### src/rtl/cp0_exc_ctrl_pkg.sv
// Shared CP0 definitions: register numbers, exception codes and SR/Cause field layout.
// Also provides helpers that pack the SR and Cause fields into their 32-bit register images.
package cp0_exc_ctrl_pkg;

    localparam logic [4:0] RegCount   = 5'd9;
    localparam logic [4:0] RegCompare = 5'd11;
    localparam logic [4:0] RegSr      = 5'd12;
    localparam logic [4:0] RegCause   = 5'd13;
    localparam logic [4:0] RegEpc     = 5'd14;
    localparam logic [4:0] RegPrid    = 5'd15;

    typedef enum logic [4:0] {
        ExcInt  = 5'd0,
        ExcAdel = 5'd4,
        ExcAdes = 5'd5,
        ExcSys  = 5'd8,
        ExcRi   = 5'd10,
        ExcOv   = 5'd12
    } exc_code_e;

    localparam int unsigned SrIeBit    = 0;
    localparam int unsigned SrExlBit   = 1;
    localparam int unsigned SrImLo     = 10;
    localparam int unsigned CauseExcLo = 2;
    localparam int unsigned CauseIpLo  = 10;
    localparam int unsigned CauseBdBit = 31;

    localparam logic [31:0] CompareRst = 32'hFFFF_FFFF;

    function automatic logic [31:0] pack_sr(input logic [5:0] im, input logic exl,
                                            input logic ie);
        logic [31:0] v;
        v               = '0;
        v[SrImLo +: 6]  = im;
        v[SrExlBit]     = exl;
        v[SrIeBit]      = ie;
        return v;
    endfunction

    function automatic logic [31:0] pack_cause(input logic bd, input logic [5:0] ip,
                                               input logic [4:0] exc);
        logic [31:0] v;
        v                  = '0;
        v[CauseBdBit]      = bd;
        v[CauseIpLo +: 6]  = ip;
        v[CauseExcLo +: 5] = exc;
        return v;
    endfunction

endpackage

### src/rtl/cp0_timer.sv
// Count/Compare timer. Count free-runs; timer_irq is a sticky equality flag that only a
// Compare write clears.
module cp0_timer
    import cp0_exc_ctrl_pkg::*;
(
    input  logic        clk,
    input  logic        reset,
    input  logic        count_we,
    input  logic        compare_we,
    input  logic [31:0] wdata,
    output logic [31:0] count,
    output logic [31:0] compare,
    output logic        timer_irq
);

    logic [31:0] count_q;
    logic [31:0] compare_q;
    logic        irq_q;

    always_ff @(posedge clk or negedge reset) begin
        if (!reset) begin
            count_q   <= '0;
            compare_q <= CompareRst;
            irq_q     <= 1'b0;
        end else begin
            count_q <= count_we ? wdata : count_q + 32'd1;
            // Compare write wins over a same-cycle match so software can always acknowledge.
            if (compare_we) begin
                compare_q <= wdata;
                irq_q     <= 1'b0;
            end else if (count_q == compare_q) begin
                irq_q     <= 1'b1;
            end
        end
    end

    assign count     = count_q;
    assign compare   = compare_q;
    assign timer_irq = irq_q;

endmodule

### src/rtl/cp0_exc_ctrl.sv
// Coprocessor-0 and exception controller: priority-merges per-stage exception codes,
// samples interrupts, owns SR/Cause/EPC/PRId and decides req in the same cycle.
module cp0_exc_ctrl
    import cp0_exc_ctrl_pkg::*;
#(
    parameter int unsigned HW_INT_NUM = 6,
    parameter int unsigned STAGES     = 4,
    parameter int unsigned HAS_TIMER  = 1,
    parameter logic [31:0] PRID       = 32'h0000_4F50
) (
    input  logic                    clk,
    input  logic                    reset,
    input  logic                    we,
    input  logic [4:0]              addr,
    input  logic [31:0]             wdata,
    output logic [31:0]             rdata,
    input  logic [31:0]             vpc,
    input  logic                    bd_in,
    input  logic [STAGES*5-1:0]     exc_stage,
    input  logic [HW_INT_NUM-1:0]   hw_int,
    input  logic                    eret,
    output logic                    req,
    output logic [31:0]             epc_out,
    output logic                    exl_out,
    output logic                    timer_irq
);

    logic [5:0]  im_q, im_d;
    logic        exl_q, exl_d;
    logic        ie_q, ie_d;
    logic        bd_q, bd_d;
    logic [5:0]  ip_q, ip_d;
    logic [4:0]  exccode_q, exccode_d;
    logic [31:0] epc_q, epc_d;

    logic [4:0]  exc_code;
    logic        int_req;
    logic        exc_req;
    logic        wr_ok;
    logic [31:0] count_w;
    logic [31:0] compare_w;
    logic        timer_irq_w;
    logic        unused_hw;

    // Scan from the latest stage down so the earliest nonzero slice is the last assignment.
    always_comb begin
        exc_code = '0;
        for (int i = STAGES - 1; i >= 0; i--) begin
            if (exc_stage[i*5 +: 5] != 5'd0) begin
                exc_code = exc_stage[i*5 +: 5];
            end
        end
    end

    assign int_req = (|(ip_q & im_q)) & ie_q & ~exl_q;
    assign exc_req = (exc_code != 5'd0) & ~exl_q;
    assign req     = reset & (int_req | exc_req);
    assign wr_ok   = we & ~req & ~eret;

    // Timer line overrides the top external line when the timer is present.
    always_comb begin
        ip_d = '0;
        for (int i = 0; i < HW_INT_NUM; i++) begin
            ip_d[i] = hw_int[i];
        end
        if (HAS_TIMER != 0) begin
            ip_d[5] = timer_irq_w;
        end
    end
    assign unused_hw = ^hw_int;

    always_comb begin
        im_d      = im_q;
        exl_d     = exl_q;
        ie_d      = ie_q;
        bd_d      = bd_q;
        exccode_d = exccode_q;
        epc_d     = epc_q;
        if (req) begin
            exl_d     = 1'b1;
            exccode_d = int_req ? ExcInt : exc_code;
            bd_d      = bd_in;
            epc_d     = bd_in ? vpc - 32'd4 : vpc;
        end else if (eret) begin
            exl_d = 1'b0;
        end else if (wr_ok) begin
            case (addr)
                RegSr: begin
                    im_d  = wdata[SrImLo +: 6];
                    exl_d = wdata[SrExlBit];
                    ie_d  = wdata[SrIeBit];
                end
                RegEpc:  epc_d = wdata;
                default: ;
            endcase
        end
    end

    always_ff @(posedge clk or negedge reset) begin
        if (!reset) begin
            im_q      <= '0;
            exl_q     <= 1'b0;
            ie_q      <= 1'b0;
            bd_q      <= 1'b0;
            ip_q      <= '0;
            exccode_q <= '0;
            epc_q     <= '0;
        end else begin
            im_q      <= im_d;
            exl_q     <= exl_d;
            ie_q      <= ie_d;
            bd_q      <= bd_d;
            ip_q      <= ip_d;
            exccode_q <= exccode_d;
            epc_q     <= epc_d;
        end
    end

    if (HAS_TIMER != 0) begin : g_timer
        cp0_timer u_timer (
            .clk        (clk),
            .reset      (reset),
            .count_we   (wr_ok && (addr == RegCount)),
            .compare_we (wr_ok && (addr == RegCompare)),
            .wdata      (wdata),
            .count      (count_w),
            .compare    (compare_w),
            .timer_irq  (timer_irq_w)
        );
    end else begin : g_no_timer
        assign count_w     = '0;
        assign compare_w   = '0;
        assign timer_irq_w = 1'b0;
    end

    always_comb begin
        rdata = '0;
        case (addr)
            RegCount:   rdata = count_w;
            RegCompare: rdata = compare_w;
            RegSr:      rdata = pack_sr(im_q, exl_q, ie_q);
            RegCause:   rdata = pack_cause(bd_q, ip_q, exccode_q);
            RegEpc:     rdata = epc_q;
            RegPrid:    rdata = PRID;
            default:    rdata = '0;
        endcase
    end

    assign epc_out   = epc_q;
    assign exl_out   = exl_q;
    assign timer_irq = timer_irq_w;

endmodule

### config.mk
export PLATFORM = sky130hd
export DESIGN_NAME = cp0_exc_ctrl
export DESIGN_NICKNAME = d
export VERILOG_FILES = /design/src/rtl/cp0_exc_ctrl_pkg.sv /design/src/rtl/cp0_timer.sv /design/src/rtl/cp0_exc_ctrl.sv
export SDC_FILE = /design/constraint.sdc
export NUM_CORES = 1
export LEC_CHECK = 0
export ABC_AREA = 0
export CORE_ASPECT_RATIO = 1.1
export CORE_MARGIN = 3
export CORE_UTILIZATION = 35
export DETAILED_ROUTE_END_ITERATION = 10
export SETUP_SLACK_MARGIN = 0.1
export SYNTH_ARGS = -nofsm -noshare
export SYNTH_HDL_FRONTEND = slang
export SYNTH_SLANG_ARGS = --single-unit
### constraint.sdc
create_clock -name clk -period 2.4 [get_ports clk]
set_input_delay 0.48 -clock clk [delete_from_list [all_inputs] [get_ports clk]]
set_output_delay 0.48 -clock clk [all_outputs]
set_load 0.05 [all_outputs]
======== Word-level counts from Yosys, hierarchy flattened ========
Cells that the tools add are included.
storage, ports and cells
  bits of input ports ..................... 100
  register bits after elaboration ......... 117
  output and inout port bits .............. 67
cells by class
  reductions and logical operators ........ 16
  multiplexer cells ....................... 18
  eq/ne operators ......................... 8
  add/sub/neg operators ................... 2
  bitwise logic cells ..................... 11
operators by type and width
  kind                                                count
  2-to-1 mux 32 bit                                   6
  case mux 32 bit (6 select lines)                    1
  adder 32 x 1 -> 32 bit, second input constant       1
  == test 32 bit                                      1
  subtractor 32 x 3 -> 32 bit, second input constant  1
  == test 5 x 4 -> 1 bit, second input constant       6
  2-to-1 mux 5 bit                                    5
  nonzero test 5 bit                                  5
  bitwise AND 1 bit                                   6
  bitwise AND 6 bit                                   1
  2-to-1 mux 1 bit                                    6
  nonzero test 2 bit                                  3
  nonzero test 3 bit                                  2
  OR reduction 6 bit                                  1
  AND reduction 4 bit                                 1
  inverter 1 bit                                      3
  AND reduction 3 bit                                 1
  logical AND 1 bit                                   2
  != test 2 x 1 -> 1 bit, second input constant       1
  AND reduction 2 bit                                 1
  OR 1 bit                                            1

======== Depth between registers and ports, before layout ========
  word-level depth ........................ 15
  gate-level depth with buffers ........... 9
  gate-level depth less buffers ........... 8

======== By module ========
From an unflattened synthesis, not the netlist that was laid out.
unflattened totals
  cell total of the unflattened synthesis .. 764
  area total of the unflattened synthesis .. 7566.0 µm²
modules (own cells, without submodules)
  module        area an instance (µm²)  instances  cells an instance
  cp0_exc_ctrl  4108.9                  1          447
  cp0_timer     3457.1                  1          317

======== Worst setup path before layout ========
OpenSTA, ideal clock, no wires.
  path type ............................... input-to-output
  from .................................... input port addr[3]
  to ...................................... output port rdata[12]
  arrival ................................. 2.630 ns
  buffers on the path ..................... 3
  slack ................................... -0.710 ns
  stages on the path ...................... 7
  cell sequence ........................... nor2b_1 > clkbuf_1 > and3_1 > clkbuf_1 > clkbuf_1 > a22oi_1 > o21ai_0
between the ends
  cells in the longest elaborated chain, start to end .. 2
ends and longest elaborated chain
  element                             line                 RTL
  start: declaration                  cp0_exc_ctrl.sv:14   input logic [4:0] addr,
  == test 5 x 4 -> 1 bit              cp0_exc_ctrl.sv:138  case (addr)
  case mux 32 bit (6 select lines) *  cp0_exc_ctrl.sv:138
  end: declaration                    cp0_exc_ctrl.sv:16   output logic [31:0] rdata,
Mark *: on every way between the ends. The rest lies on a longest branch, timed or not.

======== Final worst setup path ========
  from .................................... input port exc_stage[16]
  to ...................................... output port req
between the ends
  cells in the longest elaborated chain, start to end .. 9
ends and longest elaborated chain
  element                          line                RTL
  start: declaration               cp0_exc_ctrl.sv:19  input logic [STAGES*5-1:0] exc_stage,
  nonzero test 5 bit               cp0_exc_ctrl.sv:49  if (exc_stage[i*5 +: 5] != 5'd0) begin
  2-to-1 mux 5 bit * (4 in a row)  cp0_exc_ctrl.sv:49
  nonzero test 5 bit *             cp0_exc_ctrl.sv:56  assign exc_req = (exc_code != 5'd0) & ~exl_q;
  bitwise AND 1 bit *              cp0_exc_ctrl.sv:56
  OR 1 bit *                       cp0_exc_ctrl.sv:57  assign req = reset & (int_req | exc_req);
  bitwise AND 1 bit *              cp0_exc_ctrl.sv:57
  end: declaration                 cp0_exc_ctrl.sv:22  output logic req,
Marks and branches as above.

==> metrics.md <==
| Metric | Value |
|---|---|
| IO Pins | 167 |
| Ant diodes | 0 |
| Number of enable flip-flop cells after synthesis | 0 |
| Synth Register Bits | 117 |
| I/O Buffers | 165 |
| Synth Warn # | 0 |
| DR vias | 6580 |
| Initial antenna violation count | 0 |
| Dominant cells by area after synthesis | dfrtp_1, dfstp_2, mux2i_1, xnor2_1, mux2_2 |
| Worst reg-to-reg path cell count | 8 |
| WP data required | around 1.9 ns |
| Total GRT Usage | 0.2334 |
| DR iter-0 viols | 500 |
| DR pass1 iterations | 4 |
| Hold Path Class | input pin to asynchronous set/reset pin |
| Cts hold-fix bufs | 0 |
| CP max stage cell | clkdlybuf4s50_1 |
| Leak Pwr | around 5.3 nW |
| Number of nets with antenna violations after routing | 0 |
| Vias in the first global route | 6911 |
| Asr flop ratio synth | 1.000 |
| Die Y | 156.3 um |
| R2r setup slk | -0.02 ns |
| CP startpoint kind | input pin |
| Share of cells above drive strength 1 | 0.4178 |
| WP data arrival | between 2 and 2.5 ns |
| Main synth FF type | dfrtp_1 |
| Htree depth | 4 |
| CP Capture Type | output pin |
| Routed wire length | 26810 um |
| Clock slew at reported path FFs | 0.05 ns |
| Chip width | 142.7 um |
| Max-slew violations | 0 |
| CTS tree | yes |
| Max cap viols | 0 |
| Core Area | ~20000 sq um |
| Die area | 22300 sq um |
| Initial core utilization | 0.3595 |
| Peak Freq | 396.3 MHz |
| Worst slew margin | 0.5574 |
| CTS Sinks | about 120 |
| Final setup margin | -0.1236 ns |
| Crit-path max cell delay | 0.44 ns |
| Final setup violation count | 13 |
| Top cells by count, synth | dfrtp_1, xnor2_1, mux2i_1 |
| Vias per cell | 5.345 |
| Final period utilization | 1.051 |
| Fin Setup TNS | -0.3517 ns |
| Nets@finish | 1068 |
| Net Count, Synth | 788 |
| Number of library cell types mapped by synthesis | 60 |
| Origin of the worst setup path | exc_stage[16] |
| Synth Cell Area | 7189 sq um |
| PwrDens | 640.1 nW/um^2 |
| Clock Tree Buf Depth | 2 |
| NetSw | 0.002661 W |
| Maximum number of pins on one net before global-route repair | 118 |
| DRC | 0 |
| Global-route wire length before repair | 39850 um |
| Final HPWL DP | 18840 um |
| GR Overflow Total | 0 |
| Worst-Skew Late Latency | approximately 0.42 ns |
| Synth Instances | a little under 700 |
| Part of the power in the clock network | 0.316 |
| Design area | 12040 sq um |
| P_int | 0.005044 W |
| Yosys top cell area share | 0.2959 |
| Routed len/inst | ~22 um |
| Crit path kind | input pin to output pin |
| CP cell instances | clkdlybuf4s50_1 > or2_4 > a21boi_2 > o2111ai_4 > o31a_2 > buf_12 |
| Placed inst area | about 11000 sq um |
| CTS Root Cell | clkbuf_16 |
| Sw Ratio | 0.3453 |
| Syn_area_per_cell | 10.48 sq um |
| Core Rows | 54 |
| Combinational share of power | 0.321 |
| CTS buffer count | 17 |
| Setup Skew | 0.01010 ns |
| Peak supply drop | between 0.5 and 0.6 mV |
| Dominant cell by count in the synthesized netlist | dfrtp_1 |
| CP Max Fanout | 2 |
| Seq/Total Area, Yosys | 0.4128 |
| Area grow syn2layout | 67.42% |
| Overall Power | 0.007705 W |
| Reg2Reg Capture Point | g_timer.u_timer.count[13] |
| Failing checks | negative setup slack |
| Fill cells | 1611 |
| GPL Wtd Cong | 0.8727 |
| Least-Margin Pin Slew | 0.6639 ns |
| Final min period | 2.524 ns |
| Core Util, Final | 0.6019 |
| Status | complete, but fails checks |
| Setup repair after global routing missed its margin | yes |
| Sequential Power Share | 0.363 |
| Hold Vio Cnt, Final | 0 |
| R2r startpoint | im_q[3] |
| Yosys top cell by area | dfrtp_1 |
[repair_timing]
item | in CTS | in global routing
gates cloned | 3 | 4
setup endpoints to repair | 143 | 133
pin swaps | 44 | 40
setup buffers | 22 | 9
resized for setup | 124 | 88
[registers in the layout (all words and copies together), names as in the netlist]
| register | flops |
|---|---|
| exl_out | 1 |
| g_timer.u_timer.timer_irq | 1 |
| ip_q | 6 |
| im_q | 6 |
| epc_out | 32 |
| g_timer.u_timer.compare | 32 |
| exccode_q | 5 |
| bd_q | 1 |
| ie_q | 1 |
| g_timer.u_timer.count | 32 |
[per-stage QoR]
| step | setup WS, ns | std cells | hold slack, ns |
|---|---|---|---|
| global placement | -0.6638 | 1165 | 0.4437 |
| detailed placement | -0.6768 | 1165 | 0.4525 |
| CTS | -0.1468 | 1221 | 0.2432 |
| finish | -0.1236 | 1231 | 0.1771 |
| floorplan | -0.1502 | 686 | 0.1844 |
| global route | -0.1770 | 1231 | 0.2465 |
[logic make-up after synthesis]
logic type | after synthesis | synth area share
XOR/XNOR | 90 | 0.1096
multiplexers | 143 | 0.2115
flip-flops | 117 | 0.4128
adder cells (fa/ha/maj) | 2 | 0.003480
AND/OR/NAND/NOR | 176 | 0.1333
AO/OA/AOI/OAI | 103 | 0.09572
buffers and inverters | 55 | 0.03359
[worst max-delay path by stage]
| stage | to | slack, ns | depth (start not counted) |
|---|---|---|---|
| 3_5_place_dp | g_timer.u_timer.count[30] | -0.68 | 8 |
| 6_report | req | -0.12 | 6 |
| 3_3_place_gp | g_timer.u_timer.count[24] | -0.66 | 8 |
| 2_1_floorplan | g_timer.u_timer.count[22] | -0.15 | 8 |
| 5_1_grt | req | -0.18 | 6 |
| 4_1_cts | req | -0.15 | 6 |
[final cells by class]
cell class / instances / area [sq um] / share of cell area
repair buffers: 303 / 3386 / 0.2813
inverters: 13 / 48.80 / 0.004054
multi-input cells: 514 / 4770 / 0.3963
clock buffers: 26 / 469.2 / 0.03898
flip-flops and latches: 117 / 2968 / 0.2466
clock inverters: 6 / 80.08 / 0.006653
well taps: 252 / 315.3 / 0.02620
[critical path, delay by kind of cell]
kind / cells / cell delay, ns
compound gates: 3 / 0.70
simple gates: 1 / 0.26
buf+inv: 2 / 0.60
[cell usage in the layout, fill, tap and decap left out, drive strengths merged, types with 12 or more instances in the layout]
master	instances
nand4	12
dfstp	32
xnor2	73
nand3	14
nor3	14
clkdlybuf4s50	104
mux2i	72
mux2	71
buf	173
o21ai	37
nor2	34
dfrtp	85
xor2	17
clkbuf	38
inv	13
nand2	50
a22oi	12
[per-layer routing]
| layer | GRT usage | wire length [um] | vias up |
|---|---|---|---|
| met5 | 0 | 0 | - |
| met4 | 0.05161 | 295 | 0 |
| met3 | 0.05104 | 1397 | 20 |
| met2 | 0.3962 | 13630 | 208 |
| met1 | 0.3060 | 11490 | 3296 |
| li1 | - | - | 3056 |
[power groups by stage]
stage               combinational [W]  clock [W]  sequential [W]
detailed placement            0.00234          0         0.00278
global route                  0.00263    0.00255         0.00285
finish                        0.00247    0.00244         0.00280
CTS                           0.00240    0.00246         0.00278
global placement              0.00231          0         0.00277
floorplan                    0.000987          0         0.00310
Power figures use the tool's default switching activity.
